## config.mk

```make
export PLATFORM = sky130hd
export DESIGN_NAME = puf_challenge_seq
export DESIGN_NICKNAME = d
export VERILOG_FILES = /design/src/rtl/puf_challenge_seq.sv
export SDC_FILE = /design/constraint.sdc
export NUM_CORES = 1
export LEC_CHECK = 0
export CAP_MARGIN = 5
export CORE_MARGIN = 4
export CORE_UTILIZATION = 44
export CTS_BUF_LIST = sky130_fd_sc_hd__clkbuf_2 sky130_fd_sc_hd__clkbuf_4 sky130_fd_sc_hd__clkbuf_8
export CTS_CLUSTER_SIZE = 14
export DETAILED_ROUTE_END_ITERATION = 6
export HOLD_SLACK_MARGIN = 0.06
export PLACE_DENSITY = 0.93
export SYNTH_ARGS = -nofsm -noshare
export SYNTH_HDL_FRONTEND = slang
export SYNTH_SLANG_ARGS = --single-unit
```

## constraint.sdc

```tcl
create_clock -name clk -period 1.76 [get_ports clk]
set_clock_uncertainty 0.05 [all_clocks]
set_input_delay 0.352 -clock clk [delete_from_list [all_inputs] [get_ports clk]]
set_output_delay 0.352 -clock clk [all_outputs]
set_load 0.01 [all_outputs]
```

## src/rtl/puf_challenge_seq.sv

```systemverilog
// Challenge sequencer for an arbiter PUF: repeats clear/launch/settle/sample
// VOTES times per request and returns a majority-voted response bit.
module puf_challenge_seq #(
  parameter int N      = 128,
  parameter int SETTLE = 4,
  parameter int VOTES  = 5
) (
  input  logic                         clk,
  input  logic                         reset,
  input  logic                         req_valid,
  output logic                         req_ready,
  input  logic [N-1:0]                 req_challenge,
  output logic [N-1:0]                 puf_sel,
  output logic                         puf_in,
  output logic                         puf_rst,
  input  logic                         puf_out,
  output logic                         rsp_valid,
  input  logic                         rsp_ready,
  output logic                         rsp_bit,
  output logic [$clog2(VOTES+1)-1:0]   rsp_ones,
  output logic                         rsp_stable
);

  localparam int CW = $clog2(VOTES + 1);
  localparam int SW = $clog2(SETTLE + 1);

  typedef enum logic [2:0] {
    S_IDLE,
    S_CLEAR,
    S_LAUNCH,
    S_SETTLE,
    S_SAMPLE,
    S_DONE
  } state_t;

  state_t          r_state;
  state_t          w_state_next;
  logic            w_accept;
  logic            w_sample;
  logic            r_sync1;
  logic            r_sync2;
  logic [SW-1:0]   r_settle_cnt;
  logic [CW-1:0]   r_votes;
  logic [CW-1:0]   r_ones;
  logic [CW-1:0]   w_votes_next;
  logic [CW-1:0]   w_ones_next;
  logic [N-1:0]    r_puf_sel;
  logic            r_puf_in;
  logic            r_puf_rst;
  logic            r_req_ready;
  logic            r_rsp_valid;
  logic            r_rsp_bit;
  logic            r_rsp_stable;

  assign w_votes_next = r_votes + CW'(1);
  assign w_ones_next  = r_ones + CW'(r_sync2);

  always_comb begin
    w_state_next = r_state;
    w_accept     = 1'b0;
    w_sample     = 1'b0;
    case (r_state)
      S_IDLE: begin
        // req_ready is still low on the first cycle out of reset, so no accept then
        if (req_valid && r_req_ready) begin
          w_accept     = 1'b1;
          w_state_next = S_CLEAR;
        end
      end
      S_CLEAR:  w_state_next = S_LAUNCH;
      S_LAUNCH: w_state_next = S_SETTLE;
      S_SETTLE: begin
        if (r_settle_cnt == SW'(SETTLE - 1)) begin
          w_state_next = S_SAMPLE;
        end
      end
      S_SAMPLE: begin
        w_sample = 1'b1;
        if (w_votes_next >= CW'(VOTES)) begin
          w_state_next = S_DONE;
        end else begin
          w_state_next = S_CLEAR;
        end
      end
      S_DONE: begin
        if (rsp_ready) begin
          w_state_next = S_IDLE;
        end
      end
      default: w_state_next = S_IDLE;
    endcase
  end

  always_ff @(posedge clk or negedge reset) begin
    if (!reset) begin
      r_sync1 <= 1'b0;
      r_sync2 <= 1'b0;
    end else begin
      r_sync1 <= puf_out;
      r_sync2 <= r_sync1;
    end
  end

  always_ff @(posedge clk or negedge reset) begin
    if (!reset) begin
      r_state      <= S_IDLE;
      r_settle_cnt <= '0;
      r_votes      <= '0;
      r_ones       <= '0;
      r_puf_sel    <= '0;
      r_puf_in     <= 1'b0;
      r_puf_rst    <= 1'b1;
      r_req_ready  <= 1'b0;
      r_rsp_valid  <= 1'b0;
      r_rsp_bit    <= 1'b0;
      r_rsp_stable <= 1'b0;
    end else begin
      r_state <= w_state_next;

      if (r_state == S_SETTLE) begin
        r_settle_cnt <= r_settle_cnt + SW'(1);
      end else begin
        r_settle_cnt <= '0;
      end

      if (w_accept) begin
        r_puf_sel    <= req_challenge;
        r_votes      <= '0;
        r_ones       <= '0;
        r_rsp_bit    <= 1'b0;
        r_rsp_stable <= 1'b0;
      end else if (w_sample) begin
        r_votes <= w_votes_next;
        r_ones  <= w_ones_next;
        // Verdict uses the count including this final vote
        if (w_state_next == S_DONE) begin
          r_rsp_bit    <= (w_ones_next > CW'(VOTES / 2));
          r_rsp_stable <= (w_ones_next == '0) || (w_ones_next == CW'(VOTES));
        end
      end

      // Outputs are decoded from the next state so they line up with it
      r_req_ready <= (w_state_next == S_IDLE);
      r_rsp_valid <= (w_state_next == S_DONE);
      r_puf_in    <= (w_state_next == S_LAUNCH) || (w_state_next == S_SETTLE) ||
                     (w_state_next == S_SAMPLE);
      r_puf_rst   <= (w_state_next == S_IDLE) || (w_state_next == S_CLEAR) ||
                     (w_state_next == S_DONE);
    end
  end

  assign req_ready  = r_req_ready;
  assign puf_sel    = r_puf_sel;
  assign puf_in     = r_puf_in;
  assign puf_rst    = r_puf_rst;
  assign rsp_valid  = r_rsp_valid;
  assign rsp_bit    = r_rsp_bit;
  assign rsp_ones   = r_ones;
  assign rsp_stable = r_rsp_stable;

endmodule

```

==> results.cfg <==
[status]
status = complete, no violations

[floorplanning]
pin_count = 270
die_width_um = 126
dieHeight_um = 126
die-area_um2 = 16000
start_util_pct = 44.7
coreArea_um2 = 13800
num_rows = 43

[clock_tree]
cts_tree = built
cts_made_buffers = 17
clkTransAtPathRegs_ps = 80
cts_buffer_depth = 2
clock-sinks = 148
clk_latency_ps = 430
root_buffer = clkbuf_8
postCtsSetupBuffers = 0
htreeDepth = 4

[power_and_ir_drop]
power.density_nw_per_um2 = 1280
ir_drop_uv = 778
total_power_mw = 12.1
leakage_nw = 4.66

[yosys]
seq_area_frac_synth_pct = 60.0
yosys.area_share.adder_pct = 1.22
synthMuxAreaShare_pct = 30.2
ys_top_cells_by_area = dfrtp_1, mux2_4, mux2_1
syn_inst = 354
syn_area_um2 = 6170
ys_warn_count = 0
ys_seq_elements = 148
async_reset_ff_share_pct = 100
synth_cell_types = 33
synth_compound_area_share_pct = 1.82
synth-xor-area-share_pct = 0.284
synth_top_cell_area_share_pct = 59.6
avgSynthCellArea_um2 = 17.4
synth_edf_count = 0
synth.largest_area_cell = dfrtp_1
ys.flop_type = dfrtp_1
synth-simple-area-share_pct = 2.72
synth_top_family_by_area = multiplexers
synth_commonest_cells = dfrtp_1, mux2_4, mux2_1
synth_most_common_cell = dfrtp_1
synth.net_count = 493

[sta]
worst_slew_pin_slew_ps = 380
fmax_mhz = 600
slew_headroom_pct = 74.7
hold_viol = 0
report.final.slew_viol_count = 0
fin_crit_sh_pct = 94.7
fin_crit_ps = 1670
setup_viol = 0
final.setup.tns_ps = 0

[drt]
via_per_inst = 4.88
drc = 0
first_iter_violations = 188
post_drt_wl_per_cell_um = 19.2
drt-total-wl_um = 16100
drtAntennaViolNets = 0
num_vias = 4108
dr.pass1.iters = 4

[grt]
grtUsageTotal_pct = 20.2
grt_pass1_vias = 4611
antenna_found_initial = 0
grt_remaining_overflow = 0
grt_max_degree = 52
grt_pass1_wl_um = 25300

[place]
gp_congestion = 0.831
place_hpwl_um = 12100
placed_area_um2 = 9170
io_buffers = 269

[setup_path]
reg2reg_to = puf_sel[53]
reg2reg_from = r_state[1]
worstSetupStartpointType = flop
worst_ep_arrival_time_ps = 1930
rrSetupSlack_ps = 90
endpoint_kind = flop
worst-setup-path-type = flop to flop
worstSetupStartpoint = r_state[1]
required_ps = 2020
crit_fanout = 9
reg2regPathDepth = 5

[worst_hold_path]
min_from = r_sync1
min_path_cells = 0
whs_endpoint = r_sync2
hold_path.class = flop to flop

[finish]
final_area_um2 = 9460
drive_above_1_share_pct = 25.7
multi_input_area_um2 = 2250
seqCellArea_um2 = 3700
utilization_pct = 68.4
area_growth_pct = 53.2
antenna_cells = 0
fillers = 943
nNetsFinal = 788

[job]
cap_violations = 0
==> layout by cell type, fill, tap and decap left out, types with 6 or more instances in the layout <==
master / Yosys / layout
ha_1: 6 / 6
mux2_2: 8 / 8
nand2_1: 6 / 6
buf_12: 0 / 9
clkdlybuf4s50_1: 0 / 131
mux2_4: 100 / 100
dlymetal6s2s_1: 0 / 8
clkbuf_8: 0 / 18
dfrtp_1: 147 / 147
mux2_1: 20 / 20
buf_4: 0 / 13
dlygate4sd2_1: 0 / 129
inv_1: 7 / 7
==> power breakdown <==
group	total [mW]	internal, mW	switching, mW
clock	2.71	1.45	1.26
sequential	5.15	4.51	0.643
combinational	4.27	2.56	1.70
==> layer usage <==
layer	vias to the layer above	global-route usage, %	routed length (µm)
met4	0	9.53	553
met1	2064	22.6	6050
met5	-	0	0
met2	172	36.1	8720
li1	1826	-	-
met3	46	5.09	785
==> timing repair <==
| item | CTS | global route |
|---|---|---|
| gates resized for setup | 129 | 10 |
| endpoints found under the setup margin | 129 | 9 |
| hold buffers | 1 | 0 |
| hold endpoints to repair | 37 | 0 |
| pin swaps | 0 | 0 |
==> logic make-up after synthesis <==
group | Yosys count
compound gates | 17
flops | 148
fa+ha+maj | 6
xor+xnor | 2
buf+inv | 23
simple gates | 25
mux | 133
==> layout make-up <==
class / instances / area share [%]
Clock buffer: 19 / 2.70
Clock inverter: 12 / 1.63
Inverter: 7 / 0.278
Multi-Input combinational cell: 183 / 23.8
Sequential cell: 148 / 39.2
Tap cell: 180 / 2.38
Timing Repair Buffer: 292 / 30.0
==> worst max-delay path, stage by stage (launching register included) <==
cell	delay, ps
dfrtp_1	380
nand4bb_4	250
nor2_4	180
buf_12	170
buf_4	160
mux2_1	340
==> how the worst max path moves through the flow <==
stage	depth (start not counted)	slack (ps)	end
3_3_place_gp	6	-270	puf_sel[60]
5_1_grt	5	-3	rsp_stable
2_1_floorplan	5	140	puf_sel[0]
4_1_cts	1	0.4	puf_sel[81]
3_5_place_dp	6	-340	puf_sel[50]
6_report	5	90	puf_sel[53]
==> metrics by stage <==
step                      hold slack (ps)  cells  setup slack [ps]
final                                 303    841              93.6
after global routing                  269    841             -3.07
after global placement                230    809              -272
after floorplan                      6.41    354               138
after CTS                             276    841             0.408
after detailed placement              237    809              -341
==> flip-flops by register name, indices dropped and copies added, names as in the netlist, 3 cells and up <==
signal	flops
puf_sel	128
r_settle_cnt	3
r_state	3
r_votes	3
rsp_ones	3
No activity file was read; power rests on OpenSTA's default activity.
